==> src/rtl/dmem_arb_pkg.sv <==
// Shared types and constants for the data-memory arbiter: FSM states, port owner, transfer size.
package dmem_arb_pkg;

    typedef enum logic {
        IDLE      = 1'b0,
        DMA_BURST = 1'b1
    } arb_state_e;

    typedef enum logic [1:0] {
        OWN_NONE = 2'd0,
        OWN_CPU  = 2'd1,
        OWN_DMA  = 2'd2
    } owner_e;

    localparam logic [3:0] XFER_DW = 4'b1000;

endpackage

==> src/rtl/dmem_arb_starve_ctr.sv <==
// Saturating count of consecutive denied DMA cycles; starve_force pushes DMA ahead of the CPU.
// Only instantiated when DMEM_ARB_STARVE_EN is defined.
module dmem_arb_starve_ctr #(
    parameter int STARVE_LIMIT = 4
) (
    input  logic clk,
    input  logic rst,
    input  logic dma_req,
    input  logic dma_gnt,
    output logic starve_force
);

    localparam int CNT_W = $clog2(STARVE_LIMIT + 1);
    localparam logic [CNT_W-1:0] LIMIT_C = CNT_W'(STARVE_LIMIT);

    logic [CNT_W-1:0] starve_cnt_r;

    // Starvation counter: clears whenever DMA is served or stops asking.
    always_ff @(posedge clk or negedge rst) begin
        if (!rst) begin
            starve_cnt_r <= {CNT_W{1'b0}};
        end else if (!dma_req || dma_gnt) begin
            starve_cnt_r <= {CNT_W{1'b0}};
        end else if (starve_cnt_r != LIMIT_C) begin
            starve_cnt_r <= starve_cnt_r + CNT_W'(1);
        end else begin
            starve_cnt_r <= starve_cnt_r;
        end
    end

    // Force flag decoded straight from the counter register.
    always_comb begin
        starve_force = (starve_cnt_r == LIMIT_C);
    end

endmodule

==> src/rtl/dmem_arbiter.sv <==
// Single-port data-memory arbiter between the MEM stage and a DMA/loader with locked bursts.
// Optional DMEM_ARB_STARVE_EN bounds DMA starvation under continuous CPU traffic.
module dmem_arbiter
    import dmem_arb_pkg::*;
#(
    parameter int ADDR_W       = 64,
    parameter int DATA_W       = 64,
    parameter int BURST_MAX    = 8,
    parameter int STARVE_LIMIT = 4
) (
    input  logic              clk,
    input  logic              rst,
    input  logic              cpu_req,
    input  logic              cpu_we,
    input  logic [ADDR_W-1:0] cpu_addr,
    input  logic [DATA_W-1:0] cpu_wdata,
    output logic              cpu_stall,
    output logic [DATA_W-1:0] cpu_rdata,
    input  logic              dma_req,
    input  logic              dma_we,
    input  logic [ADDR_W-1:0] dma_addr,
    input  logic [DATA_W-1:0] dma_wdata,
    input  logic              dma_last,
    output logic              dma_gnt,
    output logic              dma_rvalid,
    output logic [DATA_W-1:0] dma_rdata,
    output logic [ADDR_W-1:0] mem_addr,
    output logic              mem_we,
    output logic              mem_re,
    output logic [DATA_W-1:0] mem_wdata,
    output logic [3:0]        mem_xfer_size,
    input  logic [DATA_W-1:0] mem_rdata
);

    localparam int BEAT_W = $clog2(BURST_MAX + 1);
    localparam logic [BEAT_W-1:0] BURST_MAX_C = BEAT_W'(BURST_MAX);

    arb_state_e        state_r;
    arb_state_e        state_nxt_s;
    logic [BEAT_W-1:0] beat_cnt_r;
    logic [BEAT_W-1:0] beat_cnt_nxt_s;
    owner_e            owner_s;
    logic              cpu_grant_s;
    logic              dma_grant_s;
    logic              starve_force_s;
    logic              dma_rvalid_r;
    logic [DATA_W-1:0] dma_rdata_r;

`ifdef DMEM_ARB_STARVE_EN
    dmem_arb_starve_ctr #(
        .STARVE_LIMIT(STARVE_LIMIT)
    ) u_starve_ctr (
        .clk         (clk),
        .rst         (rst),
        .dma_req     (dma_req),
        .dma_gnt     (dma_grant_s),
        .starve_force(starve_force_s)
    );
`else
    assign starve_force_s = 1'b0;
`endif

    // Arbitration and burst lock: picks the owner and the next state/beat count.
    always_comb begin
        state_nxt_s    = state_r;
        beat_cnt_nxt_s = beat_cnt_r;
        owner_s        = OWN_NONE;
        if (!rst) begin
            owner_s = OWN_NONE;
        end else begin
            case (state_r)
                IDLE: begin
                    // Force only matters while DMA is actually waiting; otherwise the CPU is never blocked.
                    if (cpu_req && !(starve_force_s && dma_req)) begin
                        owner_s = OWN_CPU;
                    end else if (dma_req) begin
                        owner_s = OWN_DMA;
                        if (!dma_last) begin
                            state_nxt_s    = DMA_BURST;
                            beat_cnt_nxt_s = BEAT_W'(1);
                        end else begin
                            state_nxt_s = IDLE;
                        end
                    end else begin
                        owner_s = OWN_NONE;
                    end
                end
                DMA_BURST: begin
                    if (dma_req) begin
                        owner_s = OWN_DMA;
                        if (dma_last || (beat_cnt_r + BEAT_W'(1) == BURST_MAX_C)) begin
                            state_nxt_s    = IDLE;
                            beat_cnt_nxt_s = {BEAT_W{1'b0}};
                        end else begin
                            beat_cnt_nxt_s = beat_cnt_r + BEAT_W'(1);
                        end
                    end else begin
                        state_nxt_s    = IDLE;
                        beat_cnt_nxt_s = {BEAT_W{1'b0}};
                    end
                end
                default: begin
                    state_nxt_s    = IDLE;
                    beat_cnt_nxt_s = {BEAT_W{1'b0}};
                end
            endcase
        end
    end

    // Grant decode and memory port mux; CPU values sit on the bus when nobody is granted.
    always_comb begin
        cpu_grant_s   = (owner_s == OWN_CPU);
        dma_grant_s   = (owner_s == OWN_DMA);
        cpu_stall     = rst & cpu_req & ~cpu_grant_s;
        dma_gnt       = dma_grant_s;
        mem_addr      = dma_grant_s ? dma_addr  : cpu_addr;
        mem_wdata     = dma_grant_s ? dma_wdata : cpu_wdata;
        mem_we        = (cpu_grant_s & cpu_we)  | (dma_grant_s & dma_we);
        mem_re        = (cpu_grant_s & ~cpu_we) | (dma_grant_s & ~dma_we);
        mem_xfer_size = XFER_DW;
        cpu_rdata     = mem_rdata;
        dma_rvalid    = dma_rvalid_r;
        dma_rdata     = dma_rdata_r;
    end

    // State, beat counter and registered DMA read return.
    always_ff @(posedge clk or negedge rst) begin
        if (!rst) begin
            state_r      <= IDLE;
            beat_cnt_r   <= {BEAT_W{1'b0}};
            dma_rvalid_r <= 1'b0;
            dma_rdata_r  <= {DATA_W{1'b0}};
        end else begin
            state_r      <= state_nxt_s;
            beat_cnt_r   <= beat_cnt_nxt_s;
            dma_rvalid_r <= dma_grant_s & ~dma_we;
            if (dma_grant_s && !dma_we) begin
                dma_rdata_r <= mem_rdata;
            end else begin
                dma_rdata_r <= dma_rdata_r;
            end
        end
    end

endmodule

==> config.mk <==
export PLATFORM = sky130hd
export DESIGN_NAME = dmem_arbiter
export DESIGN_NICKNAME = d
export VERILOG_FILES = /design/src/rtl/dmem_arb_pkg.sv /design/src/rtl/dmem_arb_starve_ctr.sv /design/src/rtl/dmem_arbiter.sv
export SDC_FILE = /design/constraint.sdc
export NUM_CORES = 1
export LEC_CHECK = 0
export ABC_AREA = 1
export CORE_AREA = 2 2 227 229
export CTS_BUF_LIST = sky130_fd_sc_hd__clkbuf_4 sky130_fd_sc_hd__clkbuf_8 sky130_fd_sc_hd__clkbuf_16
export DETAILED_ROUTE_END_ITERATION = 10
export DIE_AREA = 0 0 229 231
export PLACE_DENSITY = 0.46
export SLEW_MARGIN = 20
export SYNTH_ARGS = -nofsm -noshare
export SYNTH_HDL_FRONTEND = slang
export SYNTH_SLANG_ARGS = --single-unit
==> constraint.sdc <==
create_clock -name clk -period 2.7 [get_ports clk]
set_clock_uncertainty 0.05 [all_clocks]
set_input_delay 0.81 -clock clk [delete_from_list [all_inputs] [get_ports clk]]
set_output_delay 0.81 -clock clk [all_outputs]
set_load 0.01 [all_outputs]
=== Word-level counts from Yosys, hierarchy flattened ===
Index checks and enable logic that the tools add are counted.

* Register bits: 70
* Input port bits: 327
* Logic and storage cells: 45

* Add/sub/neg operators: 1
* Eq/ne operators: 6
* Multiplexer cells: 18
* Bitwise logic cells: 12
* Reductions and logical operators: 4

{| class="wikitable"
|+ Operators by type and width
! operator !! number
|-
| 64-bit two-way mux || 2
|-
| 4-bit two-way mux || 5
|-
| 4-bit one-hot mux with 2 select lines || 1
|-
| 1-bit bitwise AND || 6
|-
| 2-bit two-way mux || 3
|-
| 2-bit != test (second input constant) || 3
|-
| 1-bit two-way mux || 5
|-
| 4-bit by 1-bit adder with 4-bit output (second input constant) || 1
|-
| 4-bit equality test (second input constant) || 1
|-
| 1-bit inverter || 4
|-
| 2-bit one-hot mux with 2 select lines || 1
|-
| 4-bit AND reduction || 1
|-
| 2-bit by 1-bit equality test with 1-bit output (second input constant) || 1
|-
| 2-bit equality test (second input constant) || 1
|-
| 1-bit OR || 2
|-
| 1-bit one-hot mux with 2 select lines || 1
|-
| 1-bit logical AND || 1
|-
| 1-bit zero test || 1
|-
| 1-bit logical OR || 1
|}

=== Longest topological paths before layout ===
Gate-level depths: netlist of the first run.

* Word-level depth: 7
* Depth in mapped cells: 9
* Gate-level depth less buffers: 8

=== Worst setup path after synthesis of the first run ===
OpenSTA, ideal clock, no wires.

* Kind: input port to output port
* Start: input cpu_req
* End: output mem_wdata[39]
* Arrival time: 1.591 ns
* Required time: 1.840 ns
* Setup slack: 0.249 ns
* Stages on the path: 8
* Path through: inv_2 o21ai_4 nor2_4 inv_2 buf_2 buf_4 nand2_1 nand2_1

* Word-level cells in the longest chain between the ends: 5

{| class="wikitable"
|+ Ends and longest elaborated chain
! item !! RTL line !! source
|-
| start: declaration || dmem_arbiter.sv:13 || <nowiki>input logic cpu_req,</nowiki>
|-
| 2-bit two-way mux || dmem_arbiter.sv:74 || <nowiki>if (cpu_req && !(starve_force_s && dma_req)) begin</nowiki>
|-
| 2-bit one-hot mux with 2 select lines || dmem_arbiter.sv:71 || <nowiki>case (state_r)</nowiki>
|-
| 2-bit two-way mux || dmem_arbiter.sv:68 || <nowiki>if (!rst) begin</nowiki>
|-
| 2-bit equality test || dmem_arbiter.sv:113 || <nowiki>dma_grant_s = (owner_s == OWN_DMA);</nowiki>
|-
| 64-bit two-way mux || dmem_arbiter.sv:117 || <nowiki>mem_wdata = dma_grant_s ? dma_wdata : cpu_wdata;</nowiki>
|-
| end: declaration || dmem_arbiter.sv:30 || <nowiki>output logic [DATA_W-1:0] mem_wdata,</nowiki>
|}

Every way passes these cells.

=== Worst setup path in the final report of the first run ===
* Start: input cpu_req
* End: output mem_addr[54]

* Word-level cells in the longest chain between the ends: 5

{| class="wikitable"
|+ Ends and longest elaborated chain
! item !! RTL line !! source
|-
| 2-bit two-way mux || dmem_arbiter.sv:74 ||
|-
| 2-bit one-hot mux with 2 select lines || dmem_arbiter.sv:71 ||
|-
| 2-bit two-way mux || dmem_arbiter.sv:68 ||
|-
| 2-bit equality test || dmem_arbiter.sv:113 ||
|-
| 64-bit two-way mux || dmem_arbiter.sv:116 || <nowiki>mem_addr = dma_grant_s ? dma_addr : cpu_addr;</nowiki>
|-
| end: declaration || dmem_arbiter.sv:27 || <nowiki>output logic [ADDR_W-1:0] mem_addr,</nowiki>
|}

Every way passes these cells.

==> results.md, run 1 <==
Floorplan:
- In this run the count of I/O pins placed on the die edge is 592.
- The die is 229 um wide.
- The die covers 52900 sq um.
- The core footprint is 50700 sq um.
- The starting density of the core is 9.76%.
- The count of standard-cell rows is 83.
- The floorplan die height is 231 um.

GRT:
- The pin count of the biggest net entering global routing is 66.
- The initial antenna violation count was 9.
- The wire length of the first global-routing pass is 57.6 mm.
- The remaining global-route overflow is 0.
- The global router's overall resource usage is 15.3%.
- The via count of the first global-routing pass was 7778.

Clocking:
- Counting the buffers created by CTS gives 9.
- The register clock-pin slew on the reported worst setup and hold paths is 0.07 ns.
- The count of hold buffers inserted by post-cts repair is 0.
- The maximum level of the CTS H-tree is 3.
- The number of buffers between clock root and the deepest sink is 2.
- The clock sink count is 70.
- The CTS tree is done.
- The cell sitting at the root of the clock tree is a clkbuf_16.
- The clock network latency to the later pin of the worst-skew pair is 0.34 ns.

Critical path:
- The worst setup path is launched from an input pin.
- Of all nets on the critical path, the largest fanout is 6.
- The arrival time reported for the critical path endpoint is 2.17 ns.
- By startpoint and endpoint, the worst setup path is classified as in2out.
- The critical path crosses 13 cells after its start point.
- The cell type group with the largest total delay on the critical path is buffers and inverters.
- For the worst flop-to-flop path, the logic depth is 12.
- For flop-to-flop paths, the worst setup slack is 0.27 ns.
- The required time at the endpoint of the critical path is 1.84 ns.
- The worst-path cell with the longest stage delay is buf_12.
- The worst setup path is captured at an output pin.
- The signal on the critical path passes through buf_8 -> inv_6 -> o21ai_4 -> nor2_4 -> buf_12 -> inv_16 -> buf_12 -> buf_6 -> buf_6 -> buf_8 -> nand2_2 -> nand2_1 -> buf_2.
- The maximum cell stage delay along the critical path is 0.18 ns.
- Together, buffers and inverters on the worst path number 9.

Place:
- The half-perimeter wire length of the detailed placement result is 31.1 mm.
- Buffers placed on the I/O ports in this run total 587.
- Prior to clock tree synthesis, the placed netlist has a worst setup slack of -1.06 ns.
- The number of cells after detailed placement is 2037.
- At the end of routability-driven placement, the weighted congestion stood at 0.930.

Synth:
- Counting distinct cell types in the post-synthesis netlist gives 21.
- For this run, asynchronously set or reset flops after synthesis account for 100%.
- The number of synthesized flops with an enable pin is 0.
- During synthesis, Yosys emitted a total of 0 warnings.
- After synthesis the cells add up to 4950 sq um.
- Synthesis inferred 70 register bits.
- Sequential cells were found to cover 35.4% of the synthesized design area.
- The library cell with the highest instance count after synthesis is nand2_1.
- The number of instances in the synthesized netlist is 810.
- Each instance of the synthesized netlist takes up on average 6.11 sq um.
- The largest area contributor in the synthesized netlist is nand2_1.
- The area share of the leading cell type in the synthesized netlist is 44.6%.
- Yosys attributes the largest share of cell area to nand2_1 (45%), dfrtp_1 (35%), buf_4 (11%), buf_2 (3.0%), buf_6 (1.4%).
- The most common flop cell mapped by yosys is dfrtp_1.
- Counting instances in the post-synthesis netlist gives the leading cell types as nand2_1 (588), buf_4 (73), dfrtp_1 (70).

Drt:
- The remaining antenna violation count after routing is 0.
- For this block, the routed nets add up to 42.6 mm of wire.
- Dividing the detail-routed via count by the number of cells gives 3.56.
- The number of search-and-repair iterations in the first detailed-routing pass is 4.
- For this run, design rule violations remaining after detail routing come to 0.
- The first routing iteration left 239 violations.
- After detailed routing, the average wire length per cell comes to 19.9 um.
- The overall via count from detail_route is 7630.

Timing:
- The final count of pins violating max slew is 0.
- At the pin with the least slew margin, the transition time is 0.622 ns.
- The number of endpoints with negative hold slack in the final report was 0.
- The max-slew headroom at the worst pin is 58.5%.
- Subtracting the final worst setup slack from the clock period gives 3.03 ns.
- The setup TNS is -24.38 ns.
- The final number of setup-violating endpoints is 129.
- The worst hold margin is 0.428 ns.
- Setup slack on the critical path of the routed design comes to -0.325 ns.
- Setup repair after global routing could not meet its margin everywhere.
- The post-route fraction of the period consumed by the critical path is 112%.
- Based on the critical path, the design can be clocked at up to 331 MHz.

Min path:
- The worst hold path belongs to the class in2async.

Final layout:
- The count of cells in the finished layout, fillers not included, comes to 2144.
- The count of nets after finishing is 1789.
- Cells with a size suffix above 1 make up 40.0% of the layout.
- The area added between synthesis and finish is 203%.

Power and ir drop:
- In this run the static leakage power is 0.00756 uW.
- The power per cell area is 373 nW/um^2.
- The maximum VDD drop is 0.303 mV.

Flow run:
- The number of maximum-capacitance violations is 0.

Outcome:
- The flow ran to the end, but the final reports show violations.
- The final reports fail on setup timing.
==> cell families after synthesis <==
logic type / Yosys count / share of synthesized area (%)
flip-flops: 70 / 35.4
adder cells (fa/ha/maj): 2 / 0.506
AO/OA/AOI/OAI: 10 / 1.34
buffers and inverters: 126 / 16.8
other: 2 / 0.152
AND/OR/NAND/NOR: 600 / 45.8
==> where the power goes <==
part	switching [uW]	leakage [uW]	total (uW)	internal, uW
clock	480	0.000150	1300	822
combinational	1270	0.00653	2930	1660
sequential	116	0.000881	1370	1250
==> final timing paths <==
kind | start | to
max | cpu_req | mem_addr[54]
min | rst | dma_rdata[20]
max reg2reg | state_r | dma_rdata[23]
min reg2reg | dma_rdata[32] | dma_rdata[32]
max in group asynchronous | rst | dma_rdata[29]
min in group clk | dma_rdata[32] | dma_rdata[32]
==> per-stage QoR <==
step | cell area, sq um | util (%) | power [uW]
after global routing | 15000 | 29.6 | 5910
after global placement | 11600 | 22.9 | 3760
final | 15000 | 29.6 | 5600
after floorplan | 4960 | - | 2080
after CTS | 13700 | 27.1 | 5500
after detailed placement | 11600 | 22.9 | 3750
==> registers in the layout, indices dropped and copies added, names as in the netlist <==
| signal | flops |
|---|---|
| beat_cnt_r | 4 |
| dma_rdata | 64 |
| dma_rvalid | 1 |
| state_r | 1 |
==> metal layers <==
| metal | GRT usage, % | up-vias | routed length [um] |
|---|---|---|---|
| met4 | 5.36 | 14 | 1230 |
| met3 | 5.06 | 59 | 3500 |
| met1 | 17.2 | 3512 | 16100 |
| met5 | 0 | - | 89 |
| li1 | - | 3659 | - |
| met2 | 26.8 | 386 | 21700 |
==> repair_timing <==
item                                   in CTS  in global routing
cloned                                     16                  3
pin swaps                                  35                 75
endpoints found under the hold margin       0                  0
resized for setup                         828                382
setup endpoints to repair                 235                192
setup buffers                              66                 24
==> placed cells by master (no fill, tap or decap), types with 2 or more instances in the layout <==
cell             netlist  final
buf_12                 0     35
buf_16                 0     10
buf_2                 30     31
buf_4                 73     57
buf_6                  6    132
buf_8                  0     24
bufinv_16              0      2
clkbuf_16              0     12
clkdlybuf4s50_1        0    389
conb_1                 2      4
dfrtp_1               70     70
dlymetal6s2s_1         0     62
ha_1                   2      2
inv_1                 13     12
inv_16                 0      2
inv_2                  3      2
nand2_1              588    321
nand2_2                1    123
nand2_4                0    144
nand3_1                3      3
nor2_1                 6      6
o21ai_0                5      4
==> layout make-up <==
cell class / instances / area, sq um
fill: 5365 / 35700
timing repair buffer: 746 / 8200
multi-input combinational: 616 / 3790
sequential: 70 / 1750
tap: 680 / 851
clock buffer: 10 / 239
inverter: 16 / 81.3
clock inverter: 4 / 72.6
timing repair inverter: 1 / 20.0
antenna: 1 / 2.50
(Power assumes the default switching activity.)
==> inputs of run 2 (changes only) <==
==> constraint.sdc (replaced) <==
create_clock -name clk -period 2.7 [get_ports clk]
set_clock_uncertainty 0.05 [all_clocks]
set_input_delay 0.27 -clock clk [delete_from_list [all_inputs] [get_ports clk]]
set_output_delay 0.27 -clock clk [all_outputs]
set_load 0.01 [all_outputs]
==> run 2 against run 1 <==
Compared with the run above:
- the run now ends clean
- largest cell class unchanged
- clock power shrank 5%
- cell count decreased by 6.0%
- register-to-register slack better by 0.31 ns
- worst hold slack lost 0.13 ns
- sequential power about the same
- routed wire length down 11%
- highest routed layer unchanged
- global-route usage shrank 1.8 points
- total power fell by 13%
==> results.md, run 2 (synthesis results as in run 1) <==
Final layout:
- Commonest non-fill, non-tap cells in the layout: nand2_1 (588), clkdlybuf4s50_1 (567), dfrtp_1 (70) (was clkdlybuf4s50_1 (389), nand2_1 (321), nand2_4 (144)).
- The final standard cell area without fillers is 11700 sq um (was 15000 sq um).
- The combined area of the multi-input logic cells came to 2370 sq um (was 3790 sq um).
- The number of flip-flops in the largest register came to 64 (unchanged).
- The total of fill cells in the finished design came to 5740 (was 5365).
- The layout cell share with drive strength beyond 1 was 5.10% (was 40.0%).
- The count of nets after finishing is 1658 (was 1789).
- The most common cell after layout, fill and taps aside is nand2_1 (was clkdlybuf4s50_1).
- The utilization after layout came to 23.0% (was 29.6%).
- The register area is 1750 sq um (unchanged).
- The area added between synthesis and finish is 136% (was 203%).

Drt:
- The remaining antenna violation count after routing came to 0 (unchanged).
- The initial detailed-routing violation count came to 319 (was 239).
- The number of search-and-repair iterations in the first detailed-routing pass is 4 (unchanged).
- The final routed wire length divided by cell count is 18.7 um (was 19.9 um).
- The total wire length after detailed routing is 37.8 mm (was 42.6 mm).
- The overall via count from detail_route came to 6931 (was 7630).
- The post-route DRC violation count is 0 (unchanged).
- The detailed-route vias per instance was 3.44 (was 3.56).

Timing:
- The upper clock frequency limit is 377 MHz (was 331 MHz).
- The max-slew headroom at the worst pin is 49.8% (was 58.5%).
- The final period demand of the worst path is 2.65 ns (was 3.03 ns).
- Unrepaired setup endpoints after global routing: yes (unchanged).
- The final number of setup-violating endpoints is 0 (was 129).
- The setup TNS is 0 ns (was -24.38 ns).
- The slew at the pin with the worst max-slew slack was 0.753 ns (was 0.622 ns).
- The post-route fraction of the period consumed by the critical path was 98.1% (was 112%).
- The number of endpoints with negative hold slack in the final report is 0 (unchanged).
- The final count of pins violating max slew came to 0 (unchanged).
- The final worst-path setup slack is 0.0505 ns (was -0.325 ns).

Floorplan:
- The floorplan die area is 52900 sq um (unchanged).
- The count of standard-cell rows is 83 (unchanged).
- The starting density of the core was 9.76% (unchanged).
- The floorplan die height came to 231 um (unchanged).
- The width of the die came to 229 um (unchanged).
- The core footprint came to 50700 sq um (unchanged).
- The I/O pin count is 592 (unchanged).

Place:
- The half-perimeter wire length of the detailed placement result was 31.4 mm (was 31.1 mm).
- The post-detailed-placement cell area was 11200 sq um (was 11600 sq um).
- The port buffer count is 587 (unchanged).
- The final RePlAce weighted congestion is 0.905 (was 0.930).
- The worst-case setup slack after placement is 0.0155 ns (was -1.06 ns).

Critical path:
- The nature of the critical path endpoint is an output pin (unchanged).
- The arrival time reported for the critical path endpoint was 2.33 ns (was 2.17 ns).
- The cell type group with the largest total delay on the critical path is buffers and inverters (unchanged).
- The critical path buffer and inverter count is 5 (was 9).
- The path type of the worst setup path is in2out (unchanged).
- The peak fanout along the critical path was 15 (was 6).
- The worst-path cell with the longest stage delay is clkdlybuf4s50_1 (was buf_12).
- The critical path launch point type is an input pin (unchanged).
- The maximum cell stage delay along the critical path is 0.58 ns (was 0.18 ns).
- The required time at the endpoint of the critical path is 2.38 ns (was 1.84 ns).
- Ordered list of cells on the worst path: clkdlybuf4s50_1 -> inv_2 -> o21ai_4 -> nor2_4 -> buf_12 -> buf_4 -> nand2_1 -> nand2_1 -> clkdlybuf4s50_1 (was buf_8 -> inv_6 -> o21ai_4 -> nor2_4 -> buf_12 -> inv_16 -> buf_12 -> buf_6 -> buf_6 -> buf_8 -> nand2_2 -> nand2_1 -> buf_2).

Clocking:
- The maximum level of the CTS H-tree is 3 (unchanged).
- The buffer cell driving the clock tree root was clkbuf_16 (unchanged).
- The clock sink count came to 70 (unchanged).
- The register clock-pin slew on the reported worst setup and hold paths is 0.06 ns (was 0.07 ns).
- The number of buffers between clock root and the deepest sink is 2 (unchanged).
- The clock network latency to the later pin of the worst-skew pair is 0.35 ns (was 0.34 ns).
- The total clock buffers created by CTS is 9 (unchanged).
- The CTS tree is done (unchanged).

Flow run:
- The number of maximum-capacitance violations was 0 (unchanged).

GRT:
- The pin count of the biggest net entering global routing is 56 (was 66).
- The global router's overall resource usage was 13.5% (was 15.3%).
- The remaining global-route overflow came to 0 (unchanged).
- The wire length of the first global-routing pass is 51.3 mm (was 57.6 mm).
- The via count of the first global-routing pass is 7110 (was 7778).
- The initial antenna violation count came to 10 (was 9).

Power and ir drop:
- The power per cell area is 420 nW/um^2 (was 373 nW/um^2).
- The static leakage was 0.00536 uW (was 0.00756 uW).
- The total power is 4890 uW (was 5600 uW).
- The maximum VDD drop is 0.313 mV (was 0.303 mV).

Min path:
- The classification of the worst-slack hold path is in2reg (was in2async).

Outcome:
- Result of the run: finished, final reports clean (was complete, but fails checks).
## run 2: final timing paths
check,cells after the start,slack [ns],end,startpoint
min in group asynchronous,3,0.43,dma_rdata[37],rst
max in group asynchronous,4,1.15,dma_rdata[2],rst
worst min register to register,2,0.43,dma_rdata[56],dma_rdata[56]
worst max register to register,10,0.58,dma_rdata[17],state_r
worst max-delay path,9,0.05,mem_addr[55],cpu_req
worst min-delay path,4,0.30,beat_cnt_r[0],rst
## run 2: final cells by class
class	count	area share (%)
sequential	70	15.0
clock buffer	9	1.93
multi-input combinational	616	20.4
inverter	16	0.558
clock inverter	7	0.623
timing repair buffer	616	54.1
antenna	2	0.0429
tap	680	7.30
## run 2: power breakdown
part | internal [uW] | switching (uW)
Clock | 718 | 508
Combinational | 1320 | 971
Sequential | 1250 | 122
Total | 3290 | 1600
## run 2: worst reg2reg max path: cells and delay by family (launching register included)
family,cells,cell delay [ns]
AO/OA/AOI/OAI,1,0.09
AND/OR/NAND/NOR,4,0.55
flip-flops,1,0.42
buffers and inverters,5,0.96
## run 2: what timing repair did
item | CTS | global route
endpoints found under the hold margin | 15 | 0
endpoints found under the setup margin | 0 | 46
resized for setup | 0 | 7
hold buffers | 1 | 0
buffers inserted | 0 | 4
## run 2: routing by layer
layer,up-vias,wire (um),global-route usage (%)
met3,51,3450,5.01
li1,3384,-,-
met5,-,92,0
met1,3090,14800,15.3
met4,14,952,5.05
met2,392,18400,23.0
## run 2: metrics by stage
step	instances	hold slack [ns]
6_report	2016	0.297
5_1_grt	2016	0.294
4_1_cts	2008	0.271
3_5_place_dp	1991	0.271
3_3_place_gp	1991	0.266
2_1_floorplan	812	-0.0756
==> inputs of run 3 (changes only) <==
--- a/config.mk
+++ b/config.mk
@@ -6,6 +6,7 @@
 export NUM_CORES = 1
 export LEC_CHECK = 0
 export ABC_AREA = 1
+export CAP_MARGIN = 20
 export CORE_AREA = 2 2 227 229
 export CTS_BUF_LIST = sky130_fd_sc_hd__clkbuf_4 sky130_fd_sc_hd__clkbuf_8 sky130_fd_sc_hd__clkbuf_16
 export DETAILED_ROUTE_END_ITERATION = 10
==> results of run 3 <==
Final layout, timing and power as in run 2 (identical DEF).
